===== src/rtl/ofm_result_checker_pkg.sv =====
// Shared types and helpers for the OFM result checker: lane count,
// FSM state encoding and the width used for signed element differences.
package ofm_checker_pkg;

  typedef enum logic [1:0] {
    IDLE  = 2'd0,
    READ  = 2'd1,
    DRAIN = 2'd2,
    DONE  = 2'd3
  } state_e;

  // One extra bit keeps a - b of two DATA_WIDTH signed values from overflowing.
  localparam int ABS_DIFF_EXTRA = 1;

  // Number of elements packed into one RAM word.
  function automatic int lanes_f(input int inout_w, input int data_w);
    return inout_w / data_w;
  endfunction

  // Width of the signed difference and of its magnitude.
  function automatic int abs_diff_w_f(input int data_w);
    return data_w + ABS_DIFF_EXTRA;
  endfunction

endpackage


===== src/rtl/ofm_result_checker_lane_cmp.sv =====
// Single-lane element comparator: flags a valid lane whose signed
// difference magnitude exceeds the unsigned tolerance.
module ofm_lane_cmp
  import ofm_checker_pkg::*;
#(
  parameter int DATA_WIDTH = 16
) (
  input  logic                  valid,
  input  logic [DATA_WIDTH-1:0] a,
  input  logic [DATA_WIDTH-1:0] b,
  input  logic [DATA_WIDTH-1:0] tolerance,
  output logic                  fail
);

  localparam int DW = abs_diff_w_f(DATA_WIDTH);

  logic signed [DW-1:0] diff_s;
  logic        [DW-1:0] mag_s;

  // Sign-extend both operands, take |a-b| and test it against the tolerance.
  always_comb begin
    diff_s = $signed({a[DATA_WIDTH-1], a}) - $signed({b[DATA_WIDTH-1], b});
    if (diff_s < $signed({DW{1'b0}})) begin
      mag_s = $unsigned(-diff_s);
    end else begin
      mag_s = $unsigned(diff_s);
    end
    if (valid && (mag_s > {1'b0, tolerance})) begin
      fail = 1'b1;
    end else begin
      fail = 1'b0;
    end
  end

endmodule


===== config.mk =====
export PLATFORM = sky130hd
export DESIGN_NAME = ofm_lane_cmp
export DESIGN_NICKNAME = d
export VERILOG_FILES = /design/src/rtl/ofm_result_checker_pkg.sv /design/src/rtl/ofm_result_checker_lane_cmp.sv
export SDC_FILE = /design/constraint.sdc
export NUM_CORES = 1
export LEC_CHECK = 0
export ABC_AREA = 1
export BUFFER_PORTS_ARGS = -buffer_cell sky130_fd_sc_hd__buf_4
export CAP_MARGIN = 20
export CORE_MARGIN = 2
export CORE_UTILIZATION = 57
export DETAILED_ROUTE_END_ITERATION = 7
export PLACE_DENSITY = 0.94
export RECOVER_POWER = 100
export SLEW_MARGIN = 20
export SYNTH_ARGS = -nofsm -noshare
export SYNTH_HDL_FRONTEND = slang
export SYNTH_SLANG_ARGS = --single-unit

===== constraint.sdc =====
create_clock -name vclk -period 4.7
set_clock_uncertainty 0.2 [all_clocks]
set_input_delay 0.705 -clock vclk [all_inputs]
set_output_delay 0.705 -clock vclk [all_outputs]
set_load 0.03 [all_outputs]

==> metrics.cfg, run 1 <==
[die]
ios = 50
core-area_um2 = 3340
rows = 21
dieWidth_um = 62.9
die-area_um2 = 3960
fp.dieH_um = 62.9
start_util_pct = 59.3

[worst_setup_path]
crit_top_cell = nand2_1
max_stage_delay_ns = 0.56
end_kind = primary output
cp_slowest_cell = fa_2
cp.arrival_ns = 3.92
required_ns = 3.80
start_kind = primary input
crit_type = primary input to primary output
critical_path.max_fanout = 3

[layout]
areaGrowthSynthToFinish_pct = 36.7
final_core_util_pct = 81.0
nClkBuffers = 0
nets = 517
finalNonFillerCells = 478
diodes = 0
flops_and_latches = 0
regArea_um2 = 0
drive_gt1_share_pct = 28.9

[sta]
fmax_ghz = 0.207
worst_slack_ns = -0.129
period_needed_ns = 4.83
worst_slew_pin_slew_ns = 0.327
setup_viol = 1
hold_viol_final = 0
final.period_utilization_pct = 103
rsz0062_at_grt = yes
maxSlewViolCount = 0
tns_ns = -0.129
slew_headroom_pct = 78.0

[yosys]
synth_cell_type_count = 25
ys_top_cells_by_area = nand2_1 21%, ha_1 21%, inv_1 15%
synthCells = 365
syn_avg_cell_area_um2 = 5.42
synth_top_area_cell = nand2_1
synth_area_um2 = 1980
yosys-top-cells-count = 111 x nand2_1, 77 x inv_1, 33 x ha_1
synth_top_area_share_pct = 21.1
synth_most_common_cell = nand2_1
yosysSeqAreaShare_pct = 0
synth_fp_nets = 448
yosysWarnings = 0

[route]
wl_per_cell_um = 11.2
drt-initial-drc-count = 82
finalWirelength_um = 5370
top_layer_used = met4
avgViaCountPerCell = 5.07
ant_nets = 0
met1_length_um = 2270
first_pass_iters = 4
vias = 2423
dr_wl_met2_um = 2770
met3WireLength_um = 220
drc = 0

[placement]
numPortBuffers = 50
gp_congestion = 0.888
dpl.hpwl_um = 4220
pre_cts_ws_ns = -0.207
place_inst = 473

[hold_path]
holdPathStages = 4
hp-class = primary input to primary output
holdPathEnd = fail
worstHoldStart = valid

[outcome]
status = finished with violations
violations = negative setup slack

[job]
drv_cap = 0

[power_and_ir_drop]
power_density_nw_per_um2 = 187
irDropWorstVdd_mv = 0.0922
p_leak_nw = 1.62

[global_route]
grt_use_total_pct = 25.3
antenna_found_initial = 0
grt_max_degree = 9
overflow = 0
first_global_vias = 2255
grt_pass1_wl_um = 8720

[clock_tree]
ctsHoldBuffers = 0

power by group:
part / internal, mW / leakage (nW) / switching [mW]
combinational: 0.215 / 1.62 / 0.290
sequential: 0 / 0 / 0
clock: 0 / 0 / 0
cell families after synthesis:
family                   count (synthesis)  share of synthesized area, %
AND/OR/NAND/NOR                        204                          47.1
buffers and inverters                   80                          15.3
AO/OA/AOI/OAI                           34                          9.93
adder cells (fa/ha/maj)                 34                          21.9
XOR/XNOR                                13                          5.76
area by class of cell:
| type | count | area (µm²) |
|---|---|---|
| Fill cell | 248 | 633 |
| Inverter | 80 | 303 |
| Multi-Input combinational cell | 285 | 1830 |
| Tap cell | 46 | 57.6 |
| Timing Repair Buffer | 67 | 510 |
what timing repair did:
| action | CTS | global route |
|---|---|---|
| setup buffers | 1 | 4 |
| setup endpoints to repair | 1 | 1 |
| pin swaps | 11 | 12 |
| resized for setup | 16 | 20 |
worst max-delay path by stage:
stage	to	startpoint	depth (start not counted)
after CTS	fail	a[0]	26
final	fail	a[0]	27
after floorplan	fail	a[0]	24
after global placement	fail	a[0]	26
after global routing	fail	a[0]	27
after detailed placement	fail	a[0]	26
cells in the final DEF (no fill, tap or decap), types with 6 or more instances in the layout:
cell	n
a21oi_1	14
a21oi_2	6
buf_4	65
ha_1	28
inv_1	75
nand2_1	106
nand2_2	15
nand3_1	24
nand3_2	8
nor2_1	28
nor2_2	6
o21ai_0	8
xor2_1	11
worst max-delay path: cells and delay by family:
kind                     cells  cell delay [ns]
AND/OR/NAND/NOR             16             1.26
adder cells (fa/ha/maj)      3             1.00
buffers and inverters        5             0.44
AO/OA/AOI/OAI                2             0.31
XOR/XNOR                     1             0.19
metrics by stage:
step | instance area [µm²] | hold WS, ns | power, mW
after CTS | 2580 | 1.53 | 0.457
after detailed placement | 2500 | 1.55 | 0.433
after global placement | 2500 | 1.55 | 0.416
final | 2700 | 1.53 | 0.505
after global routing | 2700 | 1.57 | 0.568
after floorplan | 1980 | 1.33 | 0.312
layer usage:
layer  GRT usage (%)  vias to the layer above
met4            5.28                        0
met1            29.0                     1065
met2            50.5                       70
li1                -                     1274
met3            1.26                       14
met5               0                        -
No activity file was read; power rests on OpenSTA's default activity.
==> run 2: changes to the inputs <==
--- a/config.mk
+++ b/config.mk
@@ -11,8 +11,8 @@
 export CORE_MARGIN = 2
 export CORE_UTILIZATION = 57
 export DETAILED_ROUTE_END_ITERATION = 7
-export PLACE_DENSITY = 0.94
-export RECOVER_POWER = 100
+export PLACE_DENSITY = 0.95
+export RECOVER_POWER = 50
 export SLEW_MARGIN = 20
 export SYNTH_ARGS = -nofsm -noshare
 export SYNTH_HDL_FRONTEND = slang
==> metrics.cfg, run 2 (synthesized netlist as in run 1, its figures left out) <==
[die]
die-area_um2 = 3960  ; unchanged
rows = 21  ; unchanged
dieWidth_um = 62.9  ; unchanged
fp.dieH_um = 62.9  ; unchanged
start_util_pct = 59.3  ; unchanged
core-area_um2 = 3340  ; unchanged
ios = 50  ; unchanged

[global_route]
first_global_vias = 2121  ; -5.9%
overflow = 0  ; unchanged
gr-usage-met1_pct = 30.8  ; +1.8 points
antenna_found_initial = 0  ; unchanged
grt_pass1_wl_um = 8340  ; -4.3%
grt_most_used_layer = met2
met2_usage_pct = 46.9  ; -3.6 points
grt_max_degree = 8  ; -1
met3_usage_pct = 0.541  ; -0.72 points
grt_use_total_pct = 24.5  ; -0.85 points

[sta]
slew_headroom_pct = 82.4  ; +4.4 points
worst_slack_ns = -0.103  ; +0.0261 ns
period_needed_ns = 4.80  ; -0.0261 ns
tns_ns = -0.103  ; +0.0261 ns
maxSlewViolCount = 0  ; unchanged
hold_viol_final = 0  ; unchanged
fmax_ghz = 0.208  ; +0.54%
final.period_utilization_pct = 102  ; -0.56 points
worst_slew_pin_slew_ns = 0.261  ; -0.0655 ns
rsz0062_at_grt = yes
setup_viol = 1  ; unchanged

[layout]
drive_gt1_share_pct = 26.2  ; -2.8 points
areaGrowthSynthToFinish_pct = 32.1
final_cell_mix = 109 x nand2_1, 76 x inv_1, 62 x buf_4
nClkBuffers = 0  ; unchanged
flops_and_latches = 0  ; unchanged
layout_commonest_cell = nand2_1
final_core_util_pct = 78.3  ; -2.7 points
design_area_um2 = 2610  ; -3.4%
nets = 513  ; -0.77%
regArea_um2 = 0  ; unchanged
diodes = 0  ; unchanged

[power_and_ir_drop]
irDropWorstVdd_mv = 0.0831  ; -9.8%
total_power_uw = 475  ; -5.9%
power_density_nw_per_um2 = 182  ; -2.6%
p_leak_nw = 1.59  ; -1.6%

[route]
vias = 2374  ; -2.0%
wl_per_cell_um = 10.4  ; -7.1%
avgViaCountPerCell = 5.01  ; -1.2%
drt-initial-drc-count = 114  ; +39%
finalWirelength_um = 4950  ; -7.9%
first_pass_iters = 5  ; +1
ant_nets = 0  ; unchanged
drc = 0  ; unchanged

[worst_setup_path]
required_ns = 3.80  ; about the same
cp.arrival_ns = 3.90  ; -0.02 ns
start_kind = primary input
end_kind = primary output
crit_type = primary input to primary output
critical_path.max_fanout = 3  ; unchanged

[hold_path]
holdPathStages = 4  ; unchanged
hp-class = primary input to primary output

[placement]
pre_cts_ws_ns = -0.170  ; +0.0369 ns
dpl_cell_area_um2 = 2500  ; -0.30%
gp_congestion = 0.895  ; +0.86%
numPortBuffers = 50  ; unchanged
dpl.hpwl_um = 4040  ; -4.3%

[job]
drv_cap = 0  ; unchanged

[clock_tree]
ctsHoldBuffers = 0  ; unchanged

[outcome]
status = finished with violations
violations = negative setup slack

run 2: changes by cell type in the layout (fill, tap and decap cells not counted), sizes merged:
cell and delta:
buf -4
run 2: per-layer routing:
layer	up-vias	part of all wire, %
met3	12	5.1
met4	0	1.7
met2	82	51
met5	-	0
met1	1017	42
li1	1263	-
run 2: final timing paths:
check             startpoint  endpoint  slack (ns)
setup / recovery        a[0]      fail       -0.10
hold / removal         valid      fail        1.54
run 2: stage by stage:
stage,cells,hold slack [ns]
after global placement,472,1.55
after global routing,474,1.55
after detailed placement,472,1.56
after CTS,474,1.54
after floorplan,365,1.33
final,474,1.54
run 2: critical path, cell delays in order:
cell      delay [ns]
buf_4           0.09
inv_1           0.05
ha_2            0.18
fa_2            0.57
ha_4            0.15
a21boi_4        0.19
nand3_2         0.10
nor2_1          0.09
nand2_1         0.06
nor2_2          0.14
nor2_1          0.07
xor2_1          0.16
ha_1            0.32
nand2_2         0.08
nor2_4          0.14
nand2_1         0.07
nand4_1         0.09
nand2_1         0.05
nand2_1         0.05
nand2_1         0.04
nand2_1         0.05
nand2_1         0.04
nand2_1         0.05
nand2_1         0.06
a21oi_2         0.15
buf_6           0.14
run 2: area by class of cell:
type | count | area (µm²)
multi-input cells | 285 | 1780
fillers | 277 | 724
repair buffers | 63 | 477
inverters | 80 | 303
well taps | 46 | 57.6
run 2: repair_timing:
| action | 4_1_cts | 5_1_grt |
|---|---|---|
| pin swaps | 14 | 12 |
| hold endpoints to repair | 0 | 0 |
| endpoints found under the setup margin | 1 | 1 |
| gates resized for setup | 11 | 12 |
| setup buffers | 2 | 0 |
run 2: power breakdown:
group | internal (mW) | switching [mW] | total, mW
Sequential | 0 | 0 | 0
Combinational | 0.201 | 0.274 | 0.475
Clock | 0 | 0 | 0
Total | 0.201 | 0.274 | 0.475
==> run 3: changes to the inputs <==
--- a/config.mk
+++ b/config.mk
@@ -8,6 +8,7 @@
 export ABC_AREA = 1
 export BUFFER_PORTS_ARGS = -buffer_cell sky130_fd_sc_hd__buf_4
 export CAP_MARGIN = 20
+export CORE_ASPECT_RATIO = 1.75
 export CORE_MARGIN = 2
 export CORE_UTILIZATION = 57
 export DETAILED_ROUTE_END_ITERATION = 7
==> metrics.cfg, run 3 (synthesized netlist as in run 1, its figures left out) <==
[outcome]
status = finished with violations
violations = negative setup slack

[worst_setup_path]
end_kind = primary output
start_kind = primary input
crit_type = primary input to primary output
cp_slowest_cell = fa_2
cp.arrival_ns = 3.88  ; -0.02 ns
crit_top_cell = nand2_1
critical_path.max_fanout = 2  ; -1
max_stage_delay_ns = 0.57  ; about the same
required_ns = 3.80  ; about the same
worst-path-buf-inv = 4  ; +1
cp_top_family = adder cells

[sta]
hold_viol_final = 0  ; unchanged
worst_slack_ns = -0.0827  ; +0.0205 ns
worst_slew_pin_slew_ns = 0.316  ; +0.0547 ns
fmax_ghz = 0.209  ; +0.43%
maxSlewViolCount = 0  ; unchanged
period_needed_ns = 4.78  ; -0.0205 ns
slew_headroom_pct = 78.9  ; -3.5 points
final.period_utilization_pct = 102  ; -0.44 points
setup_viol = 1  ; unchanged
rsz0062_at_grt = yes

[layout]
fillers = 237  ; -14%
flops_and_latches = 0  ; unchanged
nClkBuffers = 0  ; unchanged
final_cell_mix = 110 x nand2_1, 75 x inv_1, 62 x buf_4
areaGrowthSynthToFinish_pct = 33.5
diodes = 0  ; unchanged
layout_commonest_cell = nand2_1
drive_gt1_share_pct = 26.2  ; +0.050 points
regArea_um2 = 0  ; unchanged
nets = 516  ; +0.58%

[hold_path]
hp-class = primary input to primary output

[die]
start_util_pct = 58.8  ; -0.46 points
dieWidth_um = 48.5  ; -23%
core-area_um2 = 3360  ; +0.79%
rows = 28  ; +33%
ios = 50  ; unchanged
fp.dieH_um = 81.9  ; +30%
die-area_um2 = 3980  ; +0.46%

[job]
drv_cap = 0  ; unchanged

[route]
wl_per_cell_um = 11.9  ; +14%
finalWirelength_um = 5690  ; +15%
vias = 2523  ; +6.3%
ant_nets = 0  ; unchanged
drt-initial-drc-count = 55  ; -52%
first_pass_iters = 4  ; -1
drc = 0  ; unchanged
avgViaCountPerCell = 5.30  ; +5.8%

[global_route]
first_global_vias = 2394  ; +13%
grt_max_degree = 8  ; unchanged
grt_use_total_pct = 27.6  ; +3.1 points
grt_pass1_wl_um = 9090  ; +8.9%
overflow = 0  ; unchanged
antenna_found_initial = 0  ; unchanged

[power_and_ir_drop]
total_power_uw = 496  ; +4.5%
power_density_nw_per_um2 = 188  ; +3.4%
p_leak_nw = 1.61  ; +1.0%
irDropWorstVdd_mv = 0.100  ; +20%

[placement]
dpl.hpwl_um = 4410  ; +9.0%
pre_cts_ws_ns = -0.223  ; -0.0534 ns
numPortBuffers = 50  ; unchanged
gp_congestion = 0.917  ; +2.4%

-- run 3: cell types whose count changed in the layout (fill, tap and decap cells not counted), sizes merged --
| cell | delta |
|---|---|
| buf | +3 |
-- run 3: worst paths after layout --
path              slack [ns]   end  cells past startpoint  start
setup / recovery       -0.08  fail                     26   a[0]
hold / removal          1.53  fail                      4  valid
-- run 3: tightest hold or removal path: cells and delay by family --
kind                   cells  cell delay, ns
buffers and inverters      3            0.29
AO/OA/AOI/OAI              1            0.03
-- run 3: final cells by class --
class	count	area [µm²]	area share, %
inverter	80	303	11.5
tap	45	56.3	2.13
timing repair buffer	66	510	19.3
multi-input combinational	285	1770	67.1
-- run 3: report_power, final --
group / total, mW / internal [mW] / switching, mW / leakage [nW]
Sequential: 0 / 0 / 0 / 0
Clock: 0 / 0 / 0 / 0
Combinational: 0.496 / 0.208 / 0.288 / 1.61
-- run 3: routing by layer --
layer,global-route usage (%),wire length [µm],vias up
met3,2.18,196,30
met2,61.1,3220,80
li1,-,-,1272
met5,0,0,-
met4,14.0,263,0
met1,23.8,2010,1141
-- run 3: stage by stage --
stage	util [%]	std cells	TNS (ns)	cell area [µm²]	hold WS [ns]
2_1_floorplan	-	365	0	1980	1.33
3_3_place_gp	74.2	471	-0.0658	2500	1.55
3_5_place_dp	74.2	471	-0.223	2500	1.55
4_1_cts	77.4	475	-0.0104	2600	1.53
5_1_grt	78.5	476	-0.354	2640	1.55
6_report	78.5	476	-0.0827	2640	1.53
-- run 3: what timing repair did --
action | 4_1_cts | 5_1_grt
pin swaps | 20 | 7
setup buffers | 4 | 1
gates resized for setup | 19 | 6
gates cloned | 0 | 0
hold buffers | 0 | 0
endpoints found under the setup margin | 1 | 1
